File: src/rtl/divider_32.sv
// 32-bit restoring divider, signed or unsigned, one quotient bit per cycle.
// Results and flags are registered on the FIN edge and stay stable until the next FIN.
module divider_32 (
  input  logic        CLK,
  input  logic        RESET,
  input  logic        START,
  input  logic        SIGNED,
  input  logic [31:0] DIVIDEND,
  input  logic [31:0] DIVISOR,
  output logic        BUSY,
  output logic        DONE,
  output logic [31:0] QUOTIENT,
  output logic [31:0] REMAINDER,
  output logic        ZERO,
  output logic        DVZ,
  output logic        OVO,
  output logic [1:0]  dbg_state
);

  typedef enum logic [1:0] {IDLE = 2'd0, CALC = 2'd1, FIX = 2'd2, FIN = 2'd3} state_t;

  state_t      state;
  logic [5:0]  cnt;
  logic [31:0] r_reg;
  logic [31:0] q_reg;
  logic [31:0] d_reg;
  logic        neg_q;
  logic        neg_r;
  logic        ovf;
  logic        dvz;

  logic [31:0] a_abs;
  logic [31:0] b_abs;
  logic [63:0] first_step;
  logic [63:0] calc_step;

  // One restoring iteration: shift the next dividend bit into the partial
  // remainder and keep the difference only when it does not go negative.
  function automatic logic [63:0] div_step(input logic [31:0] r,
                                           input logic [31:0] q,
                                           input logic [31:0] d);
    logic [32:0] sh;
    logic [32:0] diff;
    sh   = {r, q[31]};
    diff = sh - {1'b0, d};
    if (!diff[32]) return {diff[31:0], q[30:0], 1'b1};
    else           return {sh[31:0], q[30:0], 1'b0};
  endfunction

  always_comb begin
    a_abs      = (SIGNED && DIVIDEND[31]) ? (32'd0 - DIVIDEND) : DIVIDEND;
    b_abs      = (SIGNED && DIVISOR[31])  ? (32'd0 - DIVISOR)  : DIVISOR;
    // The first iteration happens on the capture edge, so CALC needs 31 more.
    first_step = div_step(32'd0, a_abs, b_abs);
    calc_step  = div_step(r_reg, q_reg, d_reg);
  end

  assign dbg_state = state;

  always_ff @(posedge CLK) begin
    if (!RESET) begin
      state     <= IDLE;
      cnt       <= 6'd0;
      r_reg     <= 32'd0;
      q_reg     <= 32'd0;
      d_reg     <= 32'd0;
      neg_q     <= 1'b0;
      neg_r     <= 1'b0;
      ovf       <= 1'b0;
      dvz       <= 1'b0;
      BUSY      <= 1'b0;
      DONE      <= 1'b0;
      QUOTIENT  <= 32'd0;
      REMAINDER <= 32'd0;
      ZERO      <= 1'b1;
      DVZ       <= 1'b0;
      OVO       <= 1'b0;
    end else begin
      DONE <= 1'b0;
      case (state)
        IDLE: begin
          BUSY <= START;
          if (START) begin
            neg_q <= SIGNED & (DIVIDEND[31] ^ DIVISOR[31]);
            neg_r <= SIGNED & DIVIDEND[31];
            ovf   <= SIGNED && (DIVIDEND == 32'h8000_0000) && (DIVISOR == 32'hFFFF_FFFF);
            d_reg <= b_abs;
            if (DIVISOR == 32'd0) begin
              dvz   <= 1'b1;
              q_reg <= 32'hFFFF_FFFF;
              r_reg <= DIVIDEND;
              state <= FIN;
            end else begin
              dvz            <= 1'b0;
              {r_reg, q_reg} <= first_step;
              cnt            <= 6'd1;
              state          <= CALC;
            end
          end
        end
        CALC: begin
          {r_reg, q_reg} <= calc_step;
          cnt            <= cnt + 6'd1;
          if (cnt == 6'd31) state <= FIX;
        end
        FIX: begin
          if (neg_q) q_reg <= 32'd0 - q_reg;
          if (neg_r) r_reg <= 32'd0 - r_reg;
          state <= FIN;
        end
        FIN: begin
          QUOTIENT  <= q_reg;
          REMAINDER <= r_reg;
          ZERO      <= (q_reg == 32'd0);
          DVZ       <= dvz;
          OVO       <= ovf;
          DONE      <= 1'b1;
          cnt       <= 6'd0;
          state     <= IDLE;
        end
        default: state <= IDLE;
      endcase
    end
  end

endmodule

File: config.mk
export PLATFORM = sky130hd
export DESIGN_NAME = divider_32
export DESIGN_NICKNAME = d
export VERILOG_FILES = /design/src/rtl/divider_32.sv
export SDC_FILE = /design/constraint.sdc
export NUM_CORES = 1
export LEC_CHECK = 0
export CORE_MARGIN = 4
export CORE_UTILIZATION = 48
export DETAILED_ROUTE_END_ITERATION = 10
export PLACE_DENSITY = 0.77
export SLEW_MARGIN = 20
export SYNTH_ARGS = -nofsm -noshare
export SYNTH_HDL_FRONTEND = slang
export SYNTH_SLANG_ARGS = --single-unit
File: constraint.sdc
create_clock -name CLK -period 10.75 [get_ports CLK]
set_clock_uncertainty 0.1 [all_clocks]
set_input_delay 1.6125 -clock CLK [delete_from_list [all_inputs] [get_ports CLK]]
set_output_delay 1.6125 -clock CLK [all_outputs]
set_load 0.01 [all_outputs]
* Yosys cells after proc, flatten, opt, wreduce, memory -nomap -nowiden
Index checks and enable logic that the tools add are counted.
Operators by class: add/sub/neg operators 7, equality and inequality tests 11, muxes and demuxes 21, bitwise operators 3, reductions and logical operators 14
Operators by type and width (count):
- 32-bit two-way mux | 8
- 32-bit case mux with 3 select lines | 2
- 64-bit two-way mux | 2
- 1-bit by 32-bit subtractor with 32-bit output, first input constant | 4
- 32-bit == test, second input constant | 2
- 32-bit logical NOT | 2
- 1-bit by 32-bit subtractor with 33-bit output | 1
- 33-bit by 32-bit subtractor with 33-bit output | 1
- 6-bit case mux with 3 select lines | 1
- 6-bit two-way mux | 2
- 2-bit inequality test, second input constant | 5
- 3-bit AND reduction | 3
- 2-bit case mux with 4 select lines | 1
- 6-bit by 1-bit adder with 6-bit output, second input constant | 1
- 6-bit by 5-bit == test with 1-bit output, second input constant | 1
- 2-bit two-way mux | 3
- 3-bit nonzero test | 2
- 2-bit == test, second input constant | 2
- 1-bit logical AND | 4
- 2-bit AND reduction | 2
- 1-bit bitwise AND | 2
- 2-bit by 1-bit == test with 1-bit output, second input constant | 1
- 2-bit logical NOT | 1
- 1-bit two-way mux | 2
- 1-bit XOR | 1
Word-level totals: flip-flop bits (word level) 177, input port bits 68, output and inout bits 71, word-level logic and storage cells 72

* Depth between registers and ports, before layout
Gate-level depths: netlist (run 1).
word-level depth 7, mapped depth 20, gate-level depth less buffers 19

* Worst setup path before layout (run 1)
No wires, ideal clock.
kind input -> register, start point input DIVIDEND[0], end point register r_reg[0], library setup time 0.070 ns, data arrival time 5.390 ns, data required time 10.580 ns, slack 5.190 ns, cell stages on the path 20, path buffers 1, path through or4_1 > nor4_1 > and3b_1 > and2_1 > clkbuf_1 > nand2_1 > o21ai_0 > nand2_1 > ha_1 > inv_1 > ha_1 > o311ai_0 > a31oi_1 > nand3_1 > a2111oi_0 > nand4b_1 > nor3_1 > mux2_1 > a211o_1 > a21oi_1
Between the ends: word-level cells in the longest chain between the ends 7
Ends and longest elaborated chain:
- from (decl) | line 8 | input logic [31:0] DIVIDEND,
- 1-bit by 32-bit subtractor with 32-bit output | line 51 | a_abs = (SIGNED && DIVIDEND[31]) ? (32'd0 - DIVIDEND) : DIVIDEND;
- 32-bit two-way mux | line 51
- 1-bit by 32-bit subtractor with 33-bit output | line 45 | diff = sh - {1'b0, d};
- 64-bit two-way mux | line 46 | if (!diff[32]) return {diff[31:0], q[30:0], 1'b1};
- 32-bit two-way mux * | line 88 | if (DIVISOR == 32'd0) begin
- 32-bit two-way mux * | line 83 | if (START) begin
- 32-bit case mux with 3 select lines * | line 80 | case (state)
- to (signal assigned) | line 95 | {r_reg, q_reg} <= first_step;
- to (signal assigned) | line 102 | {r_reg, q_reg} <= calc_step;
- to (signal assigned) | line 108 | if (neg_r) r_reg <= 32'd0 - r_reg;
- to (decl) | line 24 | logic [31:0] r_reg;
Mark *: on every way between the ends. The rest lies on a longest branch, timed or not. The select of a mux whose other input is x is not followed. A chain may end at the register's enable or synchronous reset.

* Final worst setup path (run 1)
start point input DIVIDEND[2], end point register r_reg[0]
Between the ends: word-level cells in the longest chain between the ends 7
Ends and longest elaborated chain (line):
- 1-bit by 32-bit subtractor with 32-bit output * | 51
- 32-bit two-way mux * | 51
- 1-bit by 32-bit subtractor with 33-bit output | 45
- 64-bit two-way mux * | 46
- 32-bit two-way mux * | 88
- 32-bit two-way mux * | 83
- 32-bit case mux with 3 select lines * | 80
Marks and branches as above.

==> results of run 1 <==
## final cells by class
type	instances	area share
Clock buffer	18	0.0286
Clock inverter	14	0.0117
Inverter	68	0.0172
Multi-Input combinational cell	1321	0.577
Sequential cell	177	0.236
Tap cell	335	0.0279
Timing Repair Buffer	157	0.101
## layer usage
| layer | vias to the layer above | track usage | part of all wire |
|---|---|---|---|
| met3 | 129 | 0.0432 | 0.088 |
| li1 | 6301 | - | - |
| met2 | 706 | 0.431 | 0.43 |
| met5 | - | 0 | 0 |
| met1 | 6183 | 0.398 | 0.44 |
| met4 | 0 | 0.118 | 0.042 |
## power by group through the flow
stage | sequential [W] | clock (W) | combinational (W)
2_1_floorplan | 0.000929 | 0 | 0.00216
3_3_place_gp | 0.00103 | 0 | 0.00276
3_5_place_dp | 0.00104 | 0 | 0.00279
4_1_cts | 0.00103 | 0.000657 | 0.00281
5_1_grt | 0.00106 | 0.000684 | 0.00315
6_report | 0.00104 | 0.000650 | 0.00287
## path summary, 6_finish.rpt
| path | start | end | slack [ns] | cells past startpoint |
|---|---|---|---|---|
| setup reg to reg | q_reg[31]$_SDFFE_PN0P_ | r_reg[5]$_SDFFE_PN0P_ | 5.66 | 14 |
| hold reg to reg | d_reg[31]$_SDFFE_PN0P_ | d_reg[31]$_SDFFE_PN0P_ | 0.35 | 2 |
| setup / recovery | DIVIDEND[2] | r_reg[0]$_SDFFE_PN0P_ | 4.45 | 20 |
| hold / removal | d_reg[31]$_SDFFE_PN0P_ | d_reg[31]$_SDFFE_PN0P_ | 0.35 | 2 |
## worst register-to-register path, delay by kind of cell (launching register included)
kind	cells	cell delay [ns]
adders and majority gates	2	0.69
DFF	1	0.46
and+or+nand+nor	2	0.42
AOI/OAI and AO/OA	7	2.26
muxes	1	0.41
buffers and inverters	2	0.61
## cells in the mapped netlist (7+ instances only)
cell type | instances | area share
and3_1 | 8 | 0.0039
and2_1 | 10 | 0.0048
clkbuf_1 | 109 | 0.032
a21oi_1 | 126 | 0.049
or4_1 | 16 | 0.0093
nand2b_1 | 13 | 0.0063
a31oi_1 | 24 | 0.012
ha_1 | 44 | 0.043
buf_1 | 12 | 0.0035
a211oi_1 | 73 | 0.042
mux2_2 | 16 | 0.014
nor2b_1 | 8 | 0.0039
inv_1 | 66 | 0.019
a221oi_1 | 44 | 0.030
mux2i_1 | 76 | 0.059
nand2_1 | 112 | 0.033
a41oi_1 | 7 | 0.0047
o21ai_0 | 79 | 0.031
dfxtp_1 | 177 | 0.27
nor2_1 | 229 | 0.067
nand3b_1 | 10 | 0.0058
a311oi_1 | 7 | 0.0047
o2111ai_1 | 7 | 0.0047
nor4_1 | 28 | 0.014
o21a_1 | 12 | 0.0070
nand4_1 | 25 | 0.012
xnor2_1 | 75 | 0.051
nor3_1 | 51 | 0.020
o31ai_1 | 16 | 0.0093
a21o_1 | 14 | 0.0081
xor2_1 | 45 | 0.031
nand3_1 | 30 | 0.012
or3_1 | 10 | 0.0048
nor3b_1 | 9 | 0.0052
## per-stage QoR
| stage | total power [W] | instances |
|---|---|---|
| floorplan | 0.00309 | 1695 |
| global placement | 0.00379 | 2058 |
| detailed placement | 0.00383 | 2058 |
| CTS | 0.00450 | 2090 |
| global route | 0.00489 | 2090 |
| finish | 0.00456 | 2090 |
## kinds of logic (layout without fill, tap and decap cells)
logic type | Yosys count | after routing
AO/OA/AOI/OAI | 475 | 475
XOR/XNOR | 120 | 120
adder cells (fa/ha/maj) | 45 | 45
buffers and inverters | 197 | 257
flip-flops | 177 | 177
multiplexers | 93 | 93
AND/OR/NAND/NOR | 588 | 588
==> flow_metrics.py, run 1 <==
metrics = {
    "run_status": {
        "outcome": "finished, final reports clean",
    },
    "pwr": {
        "p_per_area_nw_per_um2": 304,
        "p_switching_w": 0.00228,
        "clkPwrFrac": 0.143,
        "vdd_drop_max_v": 0.000201,
        "internal-power_w": 0.00228,
        "sw_frac_of_total": 0.500,
        "p_comb_frac": 0.629,
        "p_leak_nw": 5.28,
        "seq_power_share": 0.228,
    },
    "die": {
        "io_pins": 139,
        "die_w_um": 172,
        "initial_utilization": 0.492,
        "coreArea_um2": 26300,
        "die_h_um": 172,
        "rows": 59,
        "dieArea_um2": 29600,
    },
    "logic_synthesis": {
        "async_reset_ff_frac": 0,
        "synth_cell_type_count": 82,
        "ys_dominant_reg_cell": "dfxtp_1",
        "yosysWarnings": 0,
        "synth_top_family_by_area": "compound AO/OA/AOI/OAI gates",
        "ys_seq_elements": 177,
        "synth_nets": 1808,
        "synth-compound-area-share": 0.246,
        "seq_area_frac_synth": 0.274,
        "postSynthCellCount": 1695,
        "synthAdderAreaFrac": 0.0442,
        "synth-edff-count": 0,
        "synth.area.mux_share": 0.0737,
        "synth-xor-area-share": 0.0813,
        "synth_area_um2": 12900,
        "syn_avg_cell_area_um2": 7.62,
        "synth-simple-area-share": 0.222,
    },
    "global_routing": {
        "grt_max_degree": 79,
        "grt_pass1_wl_mm": 67.5,
        "grt_use_total": 0.282,
        "gr-total-overflow": 0,
        "grt_pass1_vias": 12300,
        "antenna_found_initial": 0,
    },
    "cells_and_area": {
        "mostFrequentLayoutCells": "nor2_1, dfxtp_1, clkdlybuf4s50_1, a21oi_1, nand2_1",
        "multiInputGateArea_um2": 8670,
        "drive_gt1_frac": 0.0541,
        "syn_to_final_growth_pct": 16.2,
        "num-nets-final": 1855,
        "layout_commonest_cell": "nor2_1",
        "antennaDiodeCount": 0,
        "seqCellArea_um2": 3540,
        "fin_area_um2": 15000,
        "nFillCells": 2445,
        "postLayoutCoreUtil": 0.571,
    },
    "sta": {
        "min_period_ns": 6.30,
        "setup_ws_ns": 4.45,
        "finalSetupViolCount": 0,
        "rsz0062_at_grt": "false",
        "hold_viol": 0,
        "fmax_mhz": 159,
        "relSlewSlack": 0.377,
        "post-route-period-util": 0.586,
        "hold_slack_ns": 0.351,
        "tightestPinTransition_ns": 0.932,
        "finalSetupTns_ns": 0,
        "maxSlewViolCount": 0,
    },
    "drt": {
        "first_pass_iters": 6,
        "drt_wl_total_mm": 42.4,
        "drc": 0,
        "drtIter0Drc": 1427,
        "via_count": 13300,
        "vias_per_cell": 6.37,
        "wl_per_cell_um": 20.3,
        "drtAntennaViolNets": 0,
    },
    "clock_network": {
        "cts_tree": "done",
        "cts_sinks": 177,
        "cts-htree-levels": 4,
        "ctsHoldBuffers": 0,
        "cts_resized": 0,
        "cts-buffers-inserted": 17,
        "root_buffer": "clkbuf_16",
        "cts_setup_buffers": 0,
        "path_clk_slew_ns": 0.08,
        "clock_latency_ns": 0.44,
        "clock_path_buffers": 2,
    },
    "critical_path": {
        "crit_family": "simple AND/OR/NAND/NOR gates",
        "required_ns": 11.01,
        "start_kind": "input port",
        "crit_slowest_cell": "or4_1",
        "worstPathBufferInverterCount": 2,
        "critical_path.max_fanout": 6,
        "arrival_ns": 6.56,
        "crit_chain": "clkdlybuf4s50_1 > or4_1 > nor4_1 > and3b_1 > and2_1 > nand2_1 > o21ai_0 > nand2_1 > ha_1 > inv_1 > ha_1 > o311ai_0 > a31oi_1 > nand3_1 > a2111oi_0 > nand4b_1 > nor3_1 > mux2_1 > a211o_1 > a21oi_1",
        "max_stage_delay_ns": 0.56,
        "end_kind": "register",
        "criticalPathCategory": "input port to register",
    },
    "placed_design": {
        "dpl_cell_area_um2": 14400,
        "place_congestion": 0.961,
        "dp_slack_ns": 4.07,
        "hpwl_mm": 30.6,
        "numPortBuffers": 138,
    },
    "hold_path": {
        "hold_path_class": "register to register",
    },
    "run": {
        "maxCapViolCount": 0,
    },
}
(Power assumes the default switching activity.)
==> inputs of run 2 (changes only) <==
==> constraint.sdc (replaced) <==
create_clock -name CLK -period 6.3 [get_ports CLK]
set_clock_uncertainty 0.1 [all_clocks]
set_input_delay 0.945 -clock CLK [delete_from_list [all_inputs] [get_ports CLK]]
set_output_delay 0.945 -clock CLK [all_outputs]
set_load 0.01 [all_outputs]
==> run 2 against run 1 <==
Compared with the run above: core utilization is 0.34 points higher; critical path type unchanged; sequential cell count is the same; critical endpoint unchanged; sequential share of layout area is 0.14 points lower; setup slack lost 3.7 ns; hold slack better by 0.0071 ns; first-iteration DRC count up 5.3%; routed wire length shrank 0.45%; combinational power is 74% higher.
==> flow_metrics.py, run 2 (synthesized netlist as in run 1, its figures left out) <==
metrics = {
    "run_status": {
        "outcome": "finished, final reports clean",
    },
    "sta": {
        "finalSetupTns_ns": 0,
        "min_period_ns": 5.54,
        "maxSlewViolCount": 0,
        "finalSetupViolCount": 0,
        "post-route-period-util": 0.879,
        "hold_slack_ns": 0.358,
        "tightestPinTransition_ns": 1.05,
        "setup_ws_ns": 0.764,
        "relSlewSlack": 0.299,
        "rsz0062_at_grt": "false",
        "fmax_mhz": 181,
        "hold_viol": 0,
    },
    "cells_and_area": {
        "postLayoutCoreUtil": 0.575,
        "fin_area_um2": 15100,
        "drive_gt1_frac": 0.0595,
        "syn_to_final_growth_pct": 16.9,
        "num-nets-final": 1864,
        "layout_commonest_cell": "nor2_1",
        "mostFrequentLayoutCells": "nor2_1, dfxtp_1, clkdlybuf4s50_1, a21oi_1, nand2_1",
        "antennaDiodeCount": 0,
    },
    "placed_design": {
        "place_congestion": 0.965,
        "dpl_cell_area_um2": 14500,
        "hpwl_mm": 30.6,
        "numPortBuffers": 138,
        "dp_slack_ns": 0.366,
    },
    "drt": {
        "drtIter0Drc": 1503,
        "vias_per_cell": 6.42,
        "via_count": 13500,
        "drc": 0,
        "wl_per_cell_um": 20.1,
        "first_pass_iters": 9,
        "drt_wl_total_mm": 42.2,
        "drtAntennaViolNets": 0,
    },
    "die": {
        "coreArea_um2": 26300,
        "io_pins": 139,
        "die_h_um": 172,
        "rows": 59,
        "dieArea_um2": 29600,
        "die_w_um": 172,
        "initial_utilization": 0.492,
    },
    "clock_network": {
        "cts_sinks": 177,
        "clock_latency_ns": 0.44,
        "root_buffer": "clkbuf_16",
        "ctsHoldBuffers": 0,
        "cts-htree-levels": 4,
        "cts_resized": 0,
        "cts_setup_buffers": 0,
        "cts-buffers-inserted": 17,
        "path_clk_slew_ns": 0.08,
        "cts_tree": "done",
        "clock_path_buffers": 2,
    },
    "critical_path": {
        "crit_chain": "clkdlybuf4s50_1 > or4_1 > nor4_1 > and3b_1 > and2_1 > nand2_1 > o21ai_0 > nand2_1 > ha_1 > inv_1 > ha_1 > o311ai_0 > a31oi_1 > nand3_1 > a2111oi_0 > nand4b_1 > nor3_1 > mux2_1 > a211o_1 > a21oi_1",
        "criticalPathCategory": "input port to register",
        "crit_slowest_cell": "or4_1",
        "end_kind": "register",
        "required_ns": 6.57,
        "arrival_ns": 5.80,
        "critical_path.max_fanout": 6,
        "max_stage_delay_ns": 0.57,
        "start_kind": "input port",
    },
    "global_routing": {
        "grt_max_degree": 74,
        "grt_pass1_vias": 12300,
        "gr-total-overflow": 0,
        "antenna_found_initial": 1,
        "grt_pass1_wl_mm": 66.7,
        "grt_use_total": 0.278,
    },
    "run": {
        "maxCapViolCount": 0,
    },
    "pwr": {
        "p_leak_nw": 5.33,
        "vdd_drop_max_v": 0.000286,
        "p_per_area_nw_per_um2": 519,
    },
    "hold_path": {
        "hold_path_class": "register to register",
    },
}
run 2: metrics by stage:
step | total power [W] | std cells
4_1_cts | 0.00770 | 2098
3_5_place_dp | 0.00658 | 2066
3_3_place_gp | 0.00651 | 2066
2_1_floorplan | 0.00528 | 1695
6_report | 0.00784 | 2099
5_1_grt | 0.00836 | 2099
run 2: power by group:
group	switching [W]	internal [W]	leakage, nW
combinational	0.00299	0.00199	3.60
clock	0.000514	0.000578	0.290
sequential	0.000412	0.00136	1.45
total	0.00391	0.00393	5.33
run 2: worst paths after layout:
check	slack, ns	startpoint	to	cells after the start
worst max-delay path	0.76	DIVIDEND[2]	r_reg[0]$_SDFFE_PN0P_	20
worst max register to register	1.69	r_reg[0]$_SDFFE_PN0P_	r_reg[27]$_SDFFE_PN0P_	14
worst min register to register	0.36	d_reg[31]$_SDFFE_PN0P_	d_reg[31]$_SDFFE_PN0P_	2
worst min-delay path	0.36	d_reg[31]$_SDFFE_PN0P_	d_reg[31]$_SDFFE_PN0P_	2
run 2: layer usage:
| layer | vias up | share of wire | GRT usage |
|---|---|---|---|
| met5 | - | 0.00017 | 0 |
| met4 | 2 | 0.047 | 0.122 |
| met3 | 126 | 0.083 | 0.0446 |
| met2 | 689 | 0.43 | 0.426 |
| met1 | 6303 | 0.43 | 0.388 |
| li1 | 6347 | - | - |
run 2: worst max-delay path, delay by kind of cell:
family / cells / cell delay [ns]
AO/OA/AOI/OAI: 6 / 1.26
adder cells (fa/ha/maj): 2 / 0.34
buffers and inverters: 2 / 0.58
multiplexers: 1 / 0.36
AND/OR/NAND/NOR: 9 / 2.34
run 2: layout make-up:
cell class	instances	area (um^2)
repair buffers	166	1610
fillers	2441	11200
clock buffers	18	439
multi-input cells	1321	8670
flip-flops and latches	177	3540
inverters	68	258
clock inverters	14	161
well taps	335	419
==> inputs of run 3 (changes only) <==
--- a/config.mk
+++ b/config.mk
@@ -6,9 +6,9 @@
 export NUM_CORES = 1
 export LEC_CHECK = 0
 export CORE_MARGIN = 4
-export CORE_UTILIZATION = 48
+export CORE_UTILIZATION = 35
 export DETAILED_ROUTE_END_ITERATION = 10
-export PLACE_DENSITY = 0.77
+export PLACE_DENSITY = 0.62
 export SLEW_MARGIN = 20
 export SYNTH_ARGS = -nofsm -noshare
 export SYNTH_HDL_FRONTEND = slang
==> run 3 against run 2 <==
Compared with the run above: sequential share of layout area fell by 0.18 points; via count fell by 1.6%; cell count up 6.2%; global-route usage shrank 6.3 points; clock power barely moved; sequential power barely moved; clock-buffer cell count unchanged; register-to-register slack lost 0.09 ns; power shrank 0.30%; die area up 35%; sequential cell count did not move; setup slack better by 0.028 ns; critical path type unchanged; largest cell class unchanged; highest routed layer is now met4.
==> flow_metrics.py, run 3 (synthesized netlist as in run 1, its figures left out) <==
metrics = {
    "drt": {
        "wl_per_cell_um": 20.2,
        "drc": 0,
        "first_pass_iters": 7,
        "via_count": 13300,
        "drtIter0Drc": 1276,
        "drtAntennaViolNets": 0,
        "vias_per_cell": 5.94,
        "drt_wl_total_mm": 45.1,
    },
    "hold_path": {
        "hold_path_class": "register to register",
    },
    "sta": {
        "hold_slack_ns": 0.362,
        "fmax_mhz": 182,
        "hold_viol": 0,
        "maxSlewViolCount": 0,
        "min_period_ns": 5.51,
        "post-route-period-util": 0.874,
        "relSlewSlack": 0.342,
        "rsz0062_at_grt": "false",
        "finalSetupViolCount": 0,
        "tightestPinTransition_ns": 0.977,
        "finalSetupTns_ns": 0,
    },
    "cells_and_area": {
        "seqCellArea_um2": 3540,
        "num-nets-final": 1862,
        "postLayoutCoreUtil": 0.417,
        "mostFrequentLayoutCells": "nor2_1, dfxtp_1, clkdlybuf4s50_1, a21oi_1, nand2_1",
        "layout_commonest_cell": "nor2_1",
        "nFillCells": 3714,
        "drive_gt1_frac": 0.0590,
        "syn_to_final_growth_pct": 17.8,
        "multiInputGateArea_um2": 8670,
        "antennaDiodeCount": 0,
    },
    "placed_design": {
        "numPortBuffers": 138,
        "hpwl_mm": 33.0,
        "place_congestion": 0.900,
    },
    "die": {
        "die_h_um": 200,
        "initial_utilization": 0.354,
        "rows": 70,
        "dieArea_um2": 40100,
        "die_w_um": 200,
        "io_pins": 139,
        "coreArea_um2": 36500,
    },
    "pwr": {
        "p_leak_nw": 5.30,
        "p_comb_frac": 0.634,
        "clkPwrFrac": 0.137,
        "p_switching_w": 0.00396,
        "vdd_drop_max_v": 0.000376,
        "seq_power_share": 0.229,
        "internal-power_w": 0.00386,
        "sw_frac_of_total": 0.507,
        "p_per_area_nw_per_um2": 514,
    },
    "global_routing": {
        "grt_use_total": 0.215,
        "grt_pass1_wl_mm": 71.0,
        "grt_pass1_vias": 12200,
        "gr-total-overflow": 0,
        "grt_max_degree": 68,
        "antenna_found_initial": 1,
    },
    "critical_path": {
        "critical_path.max_fanout": 5,
        "required_ns": 6.57,
        "end_kind": "register",
        "cp-endpoint": "r_reg[0]$_SDFFE_PN0P_",
        "criticalPathCategory": "input port to register",
        "rr_startpoint": "q_reg[31]$_SDFFE_PN0P_",
        "worst_r2r_path_depth": 15,
        "r2r_setup_slack_ns": 1.60,
        "start_kind": "input port",
        "arrival_ns": 5.77,
        "r2r-end": "r_reg[7]$_SDFFE_PN0P_",
        "crit_start": "DIVIDEND[2]",
    },
    "run_status": {
        "outcome": "finished, final reports clean",
    },
    "clock_network": {
        "path_clk_slew_ns": 0.07,
        "clock_latency_ns": 0.44,
        "cts-buffers-inserted": 17,
        "clock_path_buffers": 2,
        "cts_setup_buffers": 0,
        "cts_resized": 0,
        "cts_tree": "done",
        "root_buffer": "clkbuf_16",
        "cts-htree-levels": 4,
        "ctsHoldBuffers": 0,
        "cts_sinks": 177,
    },
    "run": {
        "maxCapViolCount": 0,
    },
}
==> run 3: worst min path at each step <==
stage	to	from	depth (start not counted)
6_report	BUSY$_SDFFE_PN0P_	BUSY$_SDFFE_PN0P_	2
3_3_place_gp	dvz$_SDFFE_PN0P_	dvz$_SDFFE_PN0P_	2
2_1_floorplan	ovf$_SDFFE_PN0P_	ovf$_SDFFE_PN0P_	2
3_5_place_dp	BUSY$_SDFFE_PN0P_	BUSY$_SDFFE_PN0P_	2
4_1_cts	BUSY$_SDFFE_PN0P_	BUSY$_SDFFE_PN0P_	2
5_1_grt	dvz$_SDFFE_PN0P_	dvz$_SDFFE_PN0P_	2
==> run 3: worst max-delay path, cell delays in order <==
cell	delay, ns
clkdlybuf4s50_1	0.50
or4_1	0.56
nor4_1	0.36
and3b_1	0.35
and2_1	0.19
nand2_1	0.13
o21ai_0	0.19
nand2_1	0.11
ha_1	0.20
inv_1	0.07
ha_1	0.13
o311ai_0	0.15
a31oi_1	0.20
nand3_1	0.11
a2111oi_0	0.43
nand4b_1	0.14
nor3_1	0.24
mux2_1	0.36
a211o_1	0.29
a21oi_1	0.11
==> run 3: final cells by class <==
| class | count | area share |
|---|---|---|
| multi-input combinational | 1321 | 0.570 |
| inverter | 68 | 0.0169 |
| tap | 468 | 0.0385 |
| sequential | 177 | 0.233 |
| timing repair buffer | 164 | 0.104 |
| clock inverter | 14 | 0.00937 |
| clock buffer | 18 | 0.0289 |
==> run 3: power by group through the flow <==
stage	Clock [W]	Combinational, W	Sequential [W]
after detailed placement	0	0.00485	0.00180
after global routing	0.00114	0.00544	0.00182
final	0.00107	0.00496	0.00179
after global placement	0	0.00481	0.00179
after floorplan	0	0.00369	0.00159
after CTS	0.00109	0.00488	0.00178
==> run 3: metal layers <==
layer / wire length (um) / global-route usage / share of wire
met1: 20800 / 0.312 / 0.46
met2: 20000 / 0.338 / 0.44
met3: 3420 / 0.0319 / 0.076
met4: 878 / 0.0509 / 0.019
met5: 0 / 0 / 0
==> run 3: stage by stage <==
stage / worst slack [ns] / cell area [um^2] / cells / power, W
after floorplan: 1.41 / 12900 / 1695 / 0.00528
after global placement: 0.554 / 14600 / 2198 / 0.00660
after detailed placement: 0.436 / 14600 / 2198 / 0.00665
after CTS: 0.864 / 15200 / 2230 / 0.00775
after global routing: 0.356 / 15200 / 2230 / 0.00840
final: 0.792 / 15200 / 2230 / 0.00782
